[config.mk]
export PLATFORM = sky130hd
export DESIGN_NAME = mem_port_arbiter
export DESIGN_NICKNAME = d
export VERILOG_FILES = /design/src/rtl/mem_arb_pkg.sv /design/src/rtl/arb_pick.sv /design/src/rtl/mem_port_arbiter.sv
export SDC_FILE = /design/constraint.sdc
export NUM_CORES = 1
export LEC_CHECK = 0
export CAP_MARGIN = 10
export CORE_ASPECT_RATIO = 1.5
export CORE_UTILIZATION = 43
export CTS_CLUSTER_SIZE = 14
export DETAILED_ROUTE_END_ITERATION = 8
export PLACE_DENSITY = 0.83
export SYNTH_ARGS = -nofsm -noshare
export SYNTH_HDL_FRONTEND = slang
export SYNTH_SLANG_ARGS = --single-unit
[constraint.sdc]
create_clock -name clk -period 4.01 [get_ports clk]
set_input_delay 1.203 -clock clk [delete_from_list [all_inputs] [get_ports clk]]
set_output_delay 1.203 -clock clk [all_outputs]
set_load 0.02 [all_outputs]
[src/rtl/mem_arb_pkg.sv]
// Shared types for the two-port memory arbiter: FSM states, owner codes, default widths.
// ARB_ROUND_ROBIN_EN (see arb_pick / mem_port_arbiter) switches fixed data-priority to alternating grants.
package mem_arb_pkg;

  localparam int DEF_DATA_WIDTH = 32;
  localparam int DEF_ADDR_WIDTH = 32;

  typedef enum logic [1:0] {
    IDLE  = 2'd0,
    ISSUE = 2'd1,
    WAIT  = 2'd2
  } arb_state_e;

  typedef enum logic {
    INSTR = 1'b0,
    DATA  = 1'b1
  } owner_e;

  // one-hot grant vector layout: bit 0 = instruction port, bit 1 = data port
  localparam logic [1:0] GNT_NONE  = 2'b00;
  localparam logic [1:0] GNT_INSTR = 2'b01;
  localparam logic [1:0] GNT_DATA  = 2'b10;

  function automatic logic grant_owner(input logic [1:0] grant);
    return grant[1];
  endfunction

endpackage

[src/rtl/arb_pick.sv]
// Purely combinational grant select between fetch and data requesters; one-hot output.
// ARB_ROUND_ROBIN_EN: contention goes to the port that did not win last; otherwise data always wins.
module arb_pick
  import mem_arb_pkg::*;
(
  input  logic       i_instr_vld,
  input  logic       i_data_vld,
  input  logic       i_last_grant,
  output logic [1:0] o_grant
);

`ifndef ARB_ROUND_ROBIN_EN
  logic w_unused_last_grant;
  assign w_unused_last_grant = i_last_grant;
`endif

  always_comb begin
    o_grant = GNT_NONE;
    if (i_instr_vld && i_data_vld) begin
`ifdef ARB_ROUND_ROBIN_EN
      o_grant = (i_last_grant == INSTR) ? GNT_DATA : GNT_INSTR;
`else
      o_grant = GNT_DATA;
`endif
    end else if (i_data_vld) begin
      o_grant = GNT_DATA;
    end else if (i_instr_vld) begin
      o_grant = GNT_INSTR;
    end
  end

endmodule

[src/rtl/mem_port_arbiter.sv]
// Shares one memory port between fetch and data requesters, one transaction in flight; accept N, mem req N+1, rsp pulse M+1.
// Requesters are held off (ready low) outside IDLE; ARB_ROUND_ROBIN_EN selects alternating arbitration.
module mem_port_arbiter
  import mem_arb_pkg::*;
#(
  parameter int DATA_WIDTH = DEF_DATA_WIDTH,
  parameter int ADDR_WIDTH = DEF_ADDR_WIDTH
)(
  input  logic                  clk,
  input  logic                  rst,

  input  logic                  i_req_valid,
  output logic                  i_req_ready,
  input  logic [ADDR_WIDTH-1:0] i_addr,
  output logic                  i_rsp_valid,
  output logic [DATA_WIDTH-1:0] i_rdata,

  input  logic                  d_req_valid,
  output logic                  d_req_ready,
  input  logic [ADDR_WIDTH-1:0] d_addr,
  input  logic [DATA_WIDTH-1:0] d_wdata,
  input  logic                  d_we,
  output logic                  d_rsp_valid,
  output logic [DATA_WIDTH-1:0] d_rdata,

  output logic                  mem_req_valid,
  input  logic                  mem_req_ready,
  output logic [ADDR_WIDTH-1:0] mem_addr,
  output logic [DATA_WIDTH-1:0] mem_wdata,
  output logic                  mem_we,
  input  logic                  mem_rsp_valid,
  input  logic [DATA_WIDTH-1:0] mem_rdata
);

  arb_state_e            r_state;
  arb_state_e            w_state_nxt;
  logic [1:0]            w_grant;
  logic                  w_last_grant;
  logic                  w_accept;
  logic                  w_rsp_take;

  logic [ADDR_WIDTH-1:0] r_addr;
  logic [DATA_WIDTH-1:0] r_wdata;
  logic                  r_we;
  logic                  r_owner;

  logic                  r_i_rsp_vld;
  logic                  r_d_rsp_vld;
  logic [DATA_WIDTH-1:0] r_i_rdata;
  logic [DATA_WIDTH-1:0] r_d_rdata;

`ifdef ARB_ROUND_ROBIN_EN
  logic r_last_grant;

  always_ff @(posedge clk) begin
    if (rst) begin
      r_last_grant <= INSTR;
    end else if (w_accept) begin
      r_last_grant <= grant_owner(w_grant);
    end
  end

  assign w_last_grant = r_last_grant;
`else
  assign w_last_grant = INSTR;
`endif

  arb_pick u_arb_pick (
    .i_instr_vld  (i_req_valid),
    .i_data_vld   (d_req_valid),
    .i_last_grant (w_last_grant),
    .o_grant      (w_grant)
  );

  // Ready and mem_req_valid are masked by rst so nothing handshakes in a reset cycle.
  always_comb begin
    w_state_nxt   = r_state;
    w_accept      = 1'b0;
    i_req_ready   = 1'b0;
    d_req_ready   = 1'b0;
    mem_req_valid = 1'b0;
    case (r_state)
      IDLE: begin
        if (!rst && (w_grant != GNT_NONE)) begin
          w_accept    = 1'b1;
          i_req_ready = w_grant[0];
          d_req_ready = w_grant[1];
          w_state_nxt = ISSUE;
        end
      end
      ISSUE: begin
        mem_req_valid = !rst;
        if (mem_req_ready) begin
          w_state_nxt = WAIT;
        end
      end
      WAIT: begin
        if (mem_rsp_valid) begin
          w_state_nxt = IDLE;
        end
      end
      default: w_state_nxt = IDLE;
    endcase
  end

  always_ff @(posedge clk) begin
    if (rst) begin
      r_state <= IDLE;
    end else begin
      r_state <= w_state_nxt;
    end
  end

  always_ff @(posedge clk) begin
    if (rst) begin
      r_addr  <= '0;
      r_wdata <= '0;
      r_we    <= 1'b0;
      r_owner <= INSTR;
    end else if (w_accept) begin
      if (grant_owner(w_grant) == DATA) begin
        r_addr  <= d_addr;
        r_wdata <= d_wdata;
        r_we    <= d_we;
        r_owner <= DATA;
      end else begin
        r_addr  <= i_addr;
        r_wdata <= '0;
        r_we    <= 1'b0;
        r_owner <= INSTR;
      end
    end
  end

  assign mem_addr  = r_addr;
  assign mem_wdata = r_wdata;
  assign mem_we    = r_we;

  // Responses outside WAIT (stale or spurious) never reach a requester.
  assign w_rsp_take = (r_state == WAIT) && mem_rsp_valid;

  always_ff @(posedge clk) begin
    if (rst) begin
      r_i_rsp_vld <= 1'b0;
      r_d_rsp_vld <= 1'b0;
      r_i_rdata   <= '0;
      r_d_rdata   <= '0;
    end else begin
      r_i_rsp_vld <= w_rsp_take && (r_owner == INSTR);
      r_d_rsp_vld <= w_rsp_take && (r_owner == DATA);
      if (w_rsp_take && (r_owner == INSTR)) begin
        r_i_rdata <= mem_rdata;
      end
      if (w_rsp_take && (r_owner == DATA)) begin
        r_d_rdata <= mem_rdata;
      end
    end
  end

  assign i_rsp_valid = r_i_rsp_vld;
  assign d_rsp_valid = r_d_rsp_vld;
  assign i_rdata     = r_i_rdata;
  assign d_rdata     = r_d_rdata;

endmodule

# ---- Word-level counts from Yosys, hierarchy flattened
# Cells that the tools add are included.
dict set report op_classes {
  n_eq_ne 5
  mux 18
  n_bitwise 1
  n_reduce_logical 9
}
# op count
set op_table {}
lappend op_table {{2-to-1 mux 32 bit} 2}
lappend op_table {{2-to-1 mux 1 bit} 10}
lappend op_table {{2-to-1 mux 2 bit} 5}
lappend op_table {{!= test 2 bit, second input constant} 3}
lappend op_table {{case mux 2 bit (3 select lines)} 1}
lappend op_table {{logical AND 1 bit} 5}
lappend op_table {{AND reduction 3 bit} 1}
lappend op_table {{equality test 2 x 1 -> 1 bit, second input constant} 1}
lappend op_table {{equality test 2 bit, second input constant} 1}
lappend op_table {{zero test 2 bit} 1}
lappend op_table {{nonzero test 2 bit} 1}
lappend op_table {{zero test 1 bit} 1}
lappend op_table {{NOT 1 bit} 1}
dict set report totals {
  reg_bits 134
  in_bits 135
  output_inout_bits 134
  elab_cells 42
}

# ---- Depth between registers and ports, before layout
# Gate-level depths: netlist of run 1.
dict set report logic_depth {
  ltp_word 7
  ltp_mapped 7
  mapped_depth_nobuf 3
}

# ---- Modules after synthesis
# A second synthesis of run 1 with hierarchy kept.
dict set report hier_totals {
  hier_cells 532
  area_unflattened_um2 5078.6
}
# module n_inst cells_per_inst area_each_um2 seq_area_each_um2
set modules_own_cells {}
lappend modules_own_cells {mem_port_arbiter 1 530 5068.6 2682.6}
lappend modules_own_cells {arb_pick 1 2 10.0 0.0}

# ---- Least setup slack after synthesis of run 1
# No wires, ideal clock.
dict set report synth_timing {
  kind {input-to-output}
  startpoint {input d_req_valid}
  endpoint {output i_req_ready}
  t_arrival_ns 2.228
  t_required_ns 2.807
  slack_ns 0.579
  cell_stages 4
  n_path_buf 3
  path_cell_list {clkbuf_1 -> buf_2 -> clkbuf_1 -> nor3b_1}
}
dict set report synth_via {
  elab_chain_len 6
  elab_cells_between_ends 7
  classes_between {mux: 4; reduce/logical: 3}
}
# item line
set synth_lines {}
lappend synth_lines {{from (decl)} mem_port_arbiter.sv:18} ;# input logic d_req_valid,
lappend synth_lines {{2-to-1 mux 2 bit / logical AND 1 bit (equally long branches)} {arb_pick.sv:25, arb_pick.sv:19}}
lappend synth_lines {{2-to-1 mux 2 bit (*)} arb_pick.sv:19} ;# if (i_instr_vld && i_data_vld) begin
lappend synth_lines {{nonzero test 2 bit} mem_port_arbiter.sv:84} ;# if (!rst && (w_grant != GNT_NONE)) begin
lappend synth_lines {{logical AND 1 bit} mem_port_arbiter.sv:84}
lappend synth_lines {{2-to-1 mux 1 bit (*)} mem_port_arbiter.sv:84}
lappend synth_lines {{2-to-1 mux 1 bit (*)} mem_port_arbiter.sv:82} ;# case (r_state)
lappend synth_lines {{to (decl)} mem_port_arbiter.sv:13} ;# output logic i_req_ready,
# Every way passes the cells marked *; elsewhere a longest branch is shown, timed or not.

# ---- Worst setup path after layout of run 1
dict set report layout_timing {
  startpoint {input i_req_valid}
  endpoint {output i_req_ready}
}
dict set report layout_via {
  elab_chain_len 7
  elab_cells_between_ends 8
  classes_between {mux: 5; reduce/logical: 3}
}
# item line
set layout_lines {}
lappend layout_lines {{from (decl)} mem_port_arbiter.sv:12} ;# input logic i_req_valid,
lappend layout_lines {{2-to-1 mux 1 bit} arb_pick.sv:27} ;# end else if (i_instr_vld) begin
lappend layout_lines {{2-to-1 mux 2 bit} arb_pick.sv:25} ;# end else if (i_data_vld) begin
lappend layout_lines {{2-to-1 mux 2 bit (*)} arb_pick.sv:19}
lappend layout_lines {{nonzero test 2 bit} mem_port_arbiter.sv:84}
lappend layout_lines {{logical AND 1 bit} mem_port_arbiter.sv:84}
lappend layout_lines {{2-to-1 mux 1 bit (*)} mem_port_arbiter.sv:84}
lappend layout_lines {{2-to-1 mux 1 bit (*)} mem_port_arbiter.sv:82}
# Marks and branches as above.

==> flow_summary.toml, run 1 <==
[yosys]
syn_nets = 732
syn_area_um2 = 5190
ys_seq_area_frac = 0.517
synthFlopType = "dfxtp_1"
ys_seq_elements = 134
yosysMostFrequentCell = "nand2_1"
synth.top_cell.area_share = 0.517
synth-edff-count = 0
synth.largest_area_cell = "dfxtp_1"
syn_inst = 597
avgSynthCellArea_um2 = 8.69
ys_types = 29
yosysWarnings = 0
synth_common_cells = "nand2_1, dfxtp_1, a21oi_1"
async_flop_share = 0
yosys-top-cells-area = "dfxtp_1, nand2_1, a21oi_1, a211oi_2, mux2i_1"

[route]
antenna_left = 0
drt_wl_total_mm = 17.5
vias = 5258
routedWlPerCell_um = 17.4
drtIter0Drc = 228
drc = 0
drt_pass1_iterations = 5
vias_per_cell = 5.24

[power]
p_sw_w = 0.000987
vdd_drop_max_v = 0.000345
switching_share = 0.270
p_comb_frac = 0.173
power.density_nw_per_um2 = 430
clockPowerShare = 0.430
intPower_w = 0.00267
leakagePower_nw = 3.01
seqPwrFrac = 0.396

[critical_path]
path_class = "primary input to output port"
endpoint_kind = "output port"
cp_max_fo = 2
start_kind = "primary input"
required_ns = 2.81
arrival_ns = 2.71

[clock_network]
post_cts_buffers = 0
cts_hold_buf = 0
cts_resized = 0
clkTransAtPathRegs_ns = 0.05
cts_tree = "built"
root_buffer = "clkbuf_16"
clock_tree.buffer_depth = 2
htree_levels = 4
clk_latency_ns = 0.41
cts_buffers = 17
cts.sinks = 134

[finish]
finalNetCount = 976
instances_no_fill = 1004
diodes = 0
drive_gt1_frac = 0.0890
n_fill_cell = 839
final-seq-area_um2 = 2680
area_growth_pct = 64.0
fin_util = 0.730
multi_input_area_um2 = 2260

[placement]
dp_hpwl_mm = 12.4
pre_cts_ws_ns = 0.115
finalWeightedCongestion = 0.849
numPortBuffers = 268
dp.cells = 972

[floorplan]
die_area_um2 = 12500
start_util = 0.445
ioPinCount = 269
core_area_um2 = 11700
row_count = 48
chipHeight_um = 137
die_w_um = 91.7

[sta]
hold_violations = 0
relSlewSlack = 0.467
max_freq_mhz = 256
period_needed_ns = 3.91
grt_setup_unrepaired = "no"
setup_ws_ns = 0.0967
setup_viol = 0
hold_ws_ns = 0.445
slew_violations = 0
worst_pin_slew_ns = 0.800
skew_ns = 0.0113
setup_tns_ns = 0
period_share = 0.976

[global_route]
grt_pass1_wl_mm = 26.6
grt_max_degree = 67
grt_pass1_vias = 5134
grt_use_total = 0.277
antenna_found_initial = 0
grt_overflow = 0

[flow_run]
drv_cap = 0

[hold_path]
hp-class = "flip-flop to flip-flop"

[status]
status = "finished clean"
[final timing paths]
| check | slack (ns) | from | to | depth (start not counted) |
|---|---|---|---|---|
| setup reg to reg | 1.78 | r_state[1]$_SDFFE_PP0P_ | mem_wdata[12]$_SDFFE_PP0P_ | 4 |
| hold / removal | 0.45 | mem_wdata[23]$_SDFFE_PP0P_ | mem_wdata[23]$_SDFFE_PP0P_ | 2 |
| hold reg to reg | 0.45 | mem_wdata[23]$_SDFFE_PP0P_ | mem_wdata[23]$_SDFFE_PP0P_ | 2 |
| setup / recovery | 0.1 | i_req_valid | i_req_ready | 5 |
[state kept, by name, indices dropped and copies added (netlist names)]
name         count
mem_wdata       32
mem_addr        32
r_state          2
d_rsp_valid      1
i_rsp_valid      1
r_owner          1
mem_we           1
i_rdata         32
d_rdata         32
[cell usage in the layout (no fill, tap or decap)]
cell,n
a211oi_2,26
or2_1,1
clkinvlp_4,1
and2_4,1
and2_1,1
inv_1,1
nor3_4,1
nor3b_1,2
o21ai_1,13
a211oi_1,6
a21o_1,1
o21ai_0,20
clkbuf_16,17
mux2i_1,32
a21oi_1,97
nand3b_1,1
clkinv_4,4
and4b_1,1
dfxtp_1,134
nand4b_1,1
clkinv_2,1
nand4bb_1,1
nand3_1,33
buf_4,13
bufinv_16,2
clkinv_1,1
nor4bb_4,1
buf_2,1
clkdlybuf4s50_1,266
nand2_1,163
inv_8,2
a31o_2,1
inv_6,4
clkbuf_8,1
nor2_1,3
[power by group through the flow]
stage	Sequential, W	Clock, W	Combinational (W)
2_1_floorplan	0.00156	0	0.000219
3_3_place_gp	0.00147	0	0.000615
3_5_place_dp	0.00148	0	0.000631
4_1_cts	0.00145	0.00159	0.000636
5_1_grt	0.00146	0.00165	0.000670
6_report	0.00145	0.00157	0.000634
[layout make-up]
cell class,count,share of cell area
inverters,2,0.000882
clock buffers,18,0.0516
multi-input cells,406,0.266
well taps,150,0.0221
clock inverters,14,0.0194
flip-flops and latches,134,0.315
repair buffers,280,0.325
[worst max-delay path: stages]
cell	delay, ns
clkdlybuf4s50_1	0.47
or2_1	0.13
nand2_1	0.08
nor3b_1	0.21
clkdlybuf4s50_1	0.63
[layer usage]
layer,routed length [um],global-route usage,vias up
li1,-,-,2525
met1,6540,0.298,2441
met2,8900,0.480,245
met3,1310,0.0856,47
met4,754,0.153,0
met5,0,0,-
[stage by stage]
step / power, W / cell area, um2
finish: 0.00366 / 8510
CTS: 0.00368 / 8510
floorplan: 0.00177 / 5190
global placement: 0.00209 / 7900
global route: 0.00378 / 8510
detailed placement: 0.00211 / 7900
[kinds of logic (layout without fill, tap and decap cells)]
kind of cell           after synthesis  after routing  synth area share
and+or+nand+nor                    210            210             0.170
DFF                                134            134             0.517
buffers and inverters               57            314            0.0511
muxes                               32             32            0.0617
AOI/OAI and AO/OA                  164            164             0.200
Power figures use the tool's default switching activity.
==> run 2: changes to the inputs <==
Settings changed: CORE_MARGIN from default to 2, CTS_CLUSTER_SIZE 14 to 24.
==> run 2 against run 1 <==
  * Clock-buffer cell count rose by 1
  * Die area rose by 3.7%
  * First-iteration DRC count fell by 1.3%
  * Critical endpoint unchanged
  * Final cell count barely moved
  * Register-to-register slack got worse by 0.19 ns
  * Flip-flop and latch count did not move
  * Fmax fell by 0.56%
  * Cell area barely moved
  * Largest power group unchanged
  * Setup slack got worse by 0.022 ns
  * Wire length fell by 2.3%
==> flow_summary.toml, run 2 (synthesized netlist as in run 1, its figures left out) <==
[critical_path]
endpoint_kind = "output port"
required_ns = 2.81
arrival_ns = 2.73
cp_max_fo = 2
path_class = "primary input to output port"
critPathMaxStageDelay_ns = 0.64
crit_path_frequent_cell = "clkdlybuf4s50_1"
path_cells = "clkdlybuf4s50_1, or2_1, nand2_1, nor3b_1, clkdlybuf4s50_1"
critical_path.slowest_cell = "clkdlybuf4s50_1"
start_kind = "primary input"

[finish]
diodes = 0
finalNetCount = 974
drive_gt1_frac = 0.0869
final_common_cell = "clkdlybuf4s50_1"
instances_no_fill = 1005
area_growth_pct = 64.2
mostFrequentLayoutCells = "clkdlybuf4s50_1, nand2_1, dfxtp_1"

[global_route]
antenna_found_initial = 0
grt_pass1_vias = 5368
grt_pass1_wl_mm = 26.7
grt_max_degree = 67
grt_overflow = 0
grt_use_total = 0.259

[sta]
hold_violations = 0
setup_tns_ns = 0
setup_viol = 0
hold_ws_ns = 0.449
max_freq_mhz = 254
slew_violations = 0
skew_ns = 0.00636
period_needed_ns = 3.94
relSlewSlack = 0.437
worst_pin_slew_ns = 0.844
period_share = 0.981
grt_setup_unrepaired = "no"

[power]
seqPwrFrac = 0.393
leakagePower_nw = 3.01
power.total_w = 0.00369
clockPowerShare = 0.437
switching_share = 0.258
p_comb_frac = 0.170
vdd_drop_max_v = 0.000326
power.density_nw_per_um2 = 433
intPower_w = 0.00274
p_sw_w = 0.000951

[floorplan]
die_area_um2 = 13000
core_area_um2 = 11900
row_count = 49
ioPinCount = 269
start_util = 0.436
chipHeight_um = 139
die_w_um = 93.7

[route]
antenna_left = 0
drt_pass1_iterations = 5
drt_wl_total_mm = 17.1
drc = 0
drtIter0Drc = 225
vias = 5249
routedWlPerCell_um = 17.0
vias_per_cell = 5.22

[flow_run]
drv_cap = 0

[hold_path]
hp-class = "flip-flop to flip-flop"

[clock_network]
clk_latency_ns = 0.41
clock_tree.buffer_depth = 2
cts.sinks = 134
cts_tree = "built"
cts_hold_buf = 0
post_cts_buffers = 0
cts_buffers = 17
clkTransAtPathRegs_ns = 0.06
cts_resized = 0
htree_levels = 4
root_buffer = "clkbuf_16"

[placement]
dp_hpwl_mm = 12.1
numPortBuffers = 268
dp.cells = 973
finalWeightedCongestion = 0.777

[status]
status = "finished clean"
-- run 2: worst max-delay path: cells and delay by family --
| kind | cells | cell delay (ns) |
|---|---|---|
| buf+inv | 2 | 1.11 |
| simple gates | 3 | 0.43 |
-- run 2: area by class of cell --
type	count	area [um2]
clock inverter	13	170
sequential	134	2680
timing repair buffer	278	2750
multi-input combinational	406	2260
clock buffer	19	453
inverter	2	7.51
fill	911	3380
tap	153	191
-- run 2: per-layer routing --
metal,global-route usage,part of all wire,vias to the layer above
met1,0.272,0.37,2477
met3,0.0779,0.071,40
li1,-,-,2521
met2,0.459,0.52,211
met4,0.130,0.040,0
met5,0,0,-
-- run 2: final timing paths --
path,from,end,slack [ns],cells after the start
hold reg to reg,mem_wdata[26]$_SDFFE_PP0P_,mem_wdata[26]$_SDFFE_PP0P_,0.45,2
setup / recovery,i_req_valid,i_req_ready,0.07,5
hold / removal,mem_wdata[26]$_SDFFE_PP0P_,mem_wdata[26]$_SDFFE_PP0P_,0.45,2
setup reg to reg,r_state[0]$_SDFFE_PP0P_,mem_wdata[21]$_SDFFE_PP0P_,1.59,4
-- run 2: power by group through the flow --
stage	Combinational (W)	Clock [W]	Sequential, W
after floorplan	0.000219	0	0.00156
after global placement	0.000613	0	0.00147
after detailed placement	0.000627	0	0.00148
after CTS	0.000630	0.00164	0.00145
after global routing	0.000665	0.00170	0.00146
final	0.000628	0.00161	0.00145
-- run 2: metrics by stage --
| step | util | area, um2 | setup slack (ns) |
|---|---|---|---|
| after floorplan | - | 5190 | 0.579 |
| after global placement | 0.664 | 7890 | 0.115 |
| after detailed placement | 0.664 | 7890 | 0.0941 |
| after CTS | 0.716 | 8520 | 0.0833 |
| after global routing | 0.716 | 8520 | 0.0227 |
| final | 0.716 | 8520 | 0.0745 |
==> run 3: changes to the inputs <==
Settings changed: RECOVER_POWER from default to 25.
==> run 3 against run 2 <==
  * The flow now finishes with violations (capacitance limit, slew limit)
  * Fmax barely moved
  * Sequential share of layout area barely moved
  * Register-to-register slack barely moved
  * Critical endpoint unchanged
  * Cell area fell by 0.12%
  * Non-clock buffer count did not move
  * Sequential power barely moved
  * Critical path depth did not move
  * Combinational power barely moved
  * Power barely moved
  * Wire length barely moved
  * Final cell count did not move
  * Setup slack barely moved
  * Largest cell class unchanged
==> flow_summary.toml, run 3 (synthesized netlist as in run 1, its figures left out) <==
[status]
status = "finished with violations"
failed_checks = "capacitance limit, slew limit"

[placement]
finalWeightedCongestion = 0.777
place_area_um2 = 7890
numPortBuffers = 268
dp_hpwl_mm = 12.1
dp.cells = 973

[floorplan]
die_w_um = 93.7
ioPinCount = 269
die_area_um2 = 13000
start_util = 0.436
row_count = 49
core_area_um2 = 11900
chipHeight_um = 139

[finish]
area_growth_pct = 64.0
mostFrequentLayoutCells = "clkdlybuf4s50_1, nand2_1, dfxtp_1"
instances_no_fill = 1005
finalNetCount = 974
diodes = 0
drive_gt1_frac = 0.0845
design_area_um2 = 8510
n_fill_cell = 916
final_common_cell = "clkdlybuf4s50_1"

[critical_path]
reg2reg_depth = 4
worstSetupPathDepth = 5
worst-path-buf-inv = 2
path_cells = "clkdlybuf4s50_1, or2_1, nand2_1, nor3b_1, clkdlybuf4s50_1"
endpoint_kind = "output port"
crit_path_frequent_cell = "clkdlybuf4s50_1"
path_class = "primary input to output port"
cp_max_fo = 2
critical_path.slowest_cell = "clkdlybuf4s50_1"
critPathMaxStageDelay_ns = 0.64
start_kind = "primary input"
crit_family = "buffers and inverters"
arrival_ns = 2.73
required_ns = 2.81

[clock_network]
cts_hold_buf = 0
htree_levels = 4
cts_resized = 0
cts.sinks = 134
post_cts_buffers = 0
clock_tree.buffer_depth = 2
root_buffer = "clkbuf_16"
cts_tree = "built"
cts_buffers = 17
clkTransAtPathRegs_ns = 0.06
clk_latency_ns = 0.41

[power]
vdd_drop_max_v = 0.000324
leakagePower_nw = 3.00
power.total_w = 0.00369
power.density_nw_per_um2 = 434

[route]
drt_pass1_iterations = 4
drt_wl_total_mm = 17.1
vias_per_cell = 5.19
routedWlPerCell_um = 17.0
vias = 5220
antenna_left = 0
drtIter0Drc = 228
drc = 0

[global_route]
use_met1 = 0.272
grt_overflow = 0
top_usage_layer = "met2"
grt_pass1_wl_mm = 26.7
antenna_found_initial = 0
met2_usage = 0.459
grt_max_degree = 67
grt_use_total = 0.259
grt.met3_usage = 0.0779
grt_pass1_vias = 5368

[sta]
setup_viol = 0
worst_pin_slew_ns = 1.61
period_share = 0.981
skew_ns = 0.0102
hold_violations = 0
max_freq_mhz = 254
slew_violations = 68
relSlewSlack = -0.0741
setup_tns_ns = 0
period_needed_ns = 3.94
grt_setup_unrepaired = "no"

[flow_run]
drv_cap = 2

[hold_path]
hold_depth = 2
hp-class = "flip-flop to flip-flop"
## run 3: area by class of cell
| cell class | instances | area, um2 | share of cell area |
|---|---|---|---|
| well taps | 153 | 191 | 0.0225 |
| flip-flops and latches | 134 | 2680 | 0.315 |
| clock buffers | 19 | 453 | 0.0533 |
| repair buffers | 278 | 2740 | 0.322 |
| inverters | 2 | 7.51 | 0.000883 |
| multi-input cells | 406 | 2260 | 0.266 |
| clock inverters | 13 | 170 | 0.0200 |
## run 3: worst register-to-register path, delay by kind of cell (launching register included)
family | cells | cell delay, ns
AO/OA/AOI/OAI | 1 | 0.24
flip-flops | 1 | 0.42
AND/OR/NAND/NOR | 2 | 1.02
buffers and inverters | 1 | 0.60
## run 3: where the power goes
| group | switching (W) | total, W | leakage, nW | internal (W) |
|---|---|---|---|---|
| clock network | 0.000593 | 0.00161 | 0.297 | 0.00102 |
| registers | 0.0000447 | 0.00145 | 1.09 | 0.00141 |
| logic | 0.000313 | 0.000627 | 1.61 | 0.000314 |
## run 3: per-layer routing
layer / share of wire / vias up
met5: 0 / -
met4: 0.039 / 0
met3: 0.069 / 42
met2: 0.52 / 201
met1: 0.37 / 2461
li1: - / 2516
## run 3: final timing paths
path                                                  from                          to  slack, ns
worst max-delay path                           i_req_valid                 i_req_ready       0.07
worst min-delay path            mem_wdata[26]$_SDFFE_PP0P_  mem_wdata[26]$_SDFFE_PP0P_       0.45
worst max register to register     r_state[0]$_SDFFE_PP0P_  mem_wdata[21]$_SDFFE_PP0P_       1.59
worst min register to register  mem_wdata[26]$_SDFFE_PP0P_  mem_wdata[26]$_SDFFE_PP0P_       0.45
## run 3: stage by stage
step	util	worst slack (ns)	hold WS [ns]
detailed placement	0.664	0.0941	0.440
global route	0.715	0.0227	0.474
CTS	0.716	0.0833	0.449
finish	0.715	0.0746	0.449
floorplan	-	0.579	0.507
global placement	0.664	0.115	0.434
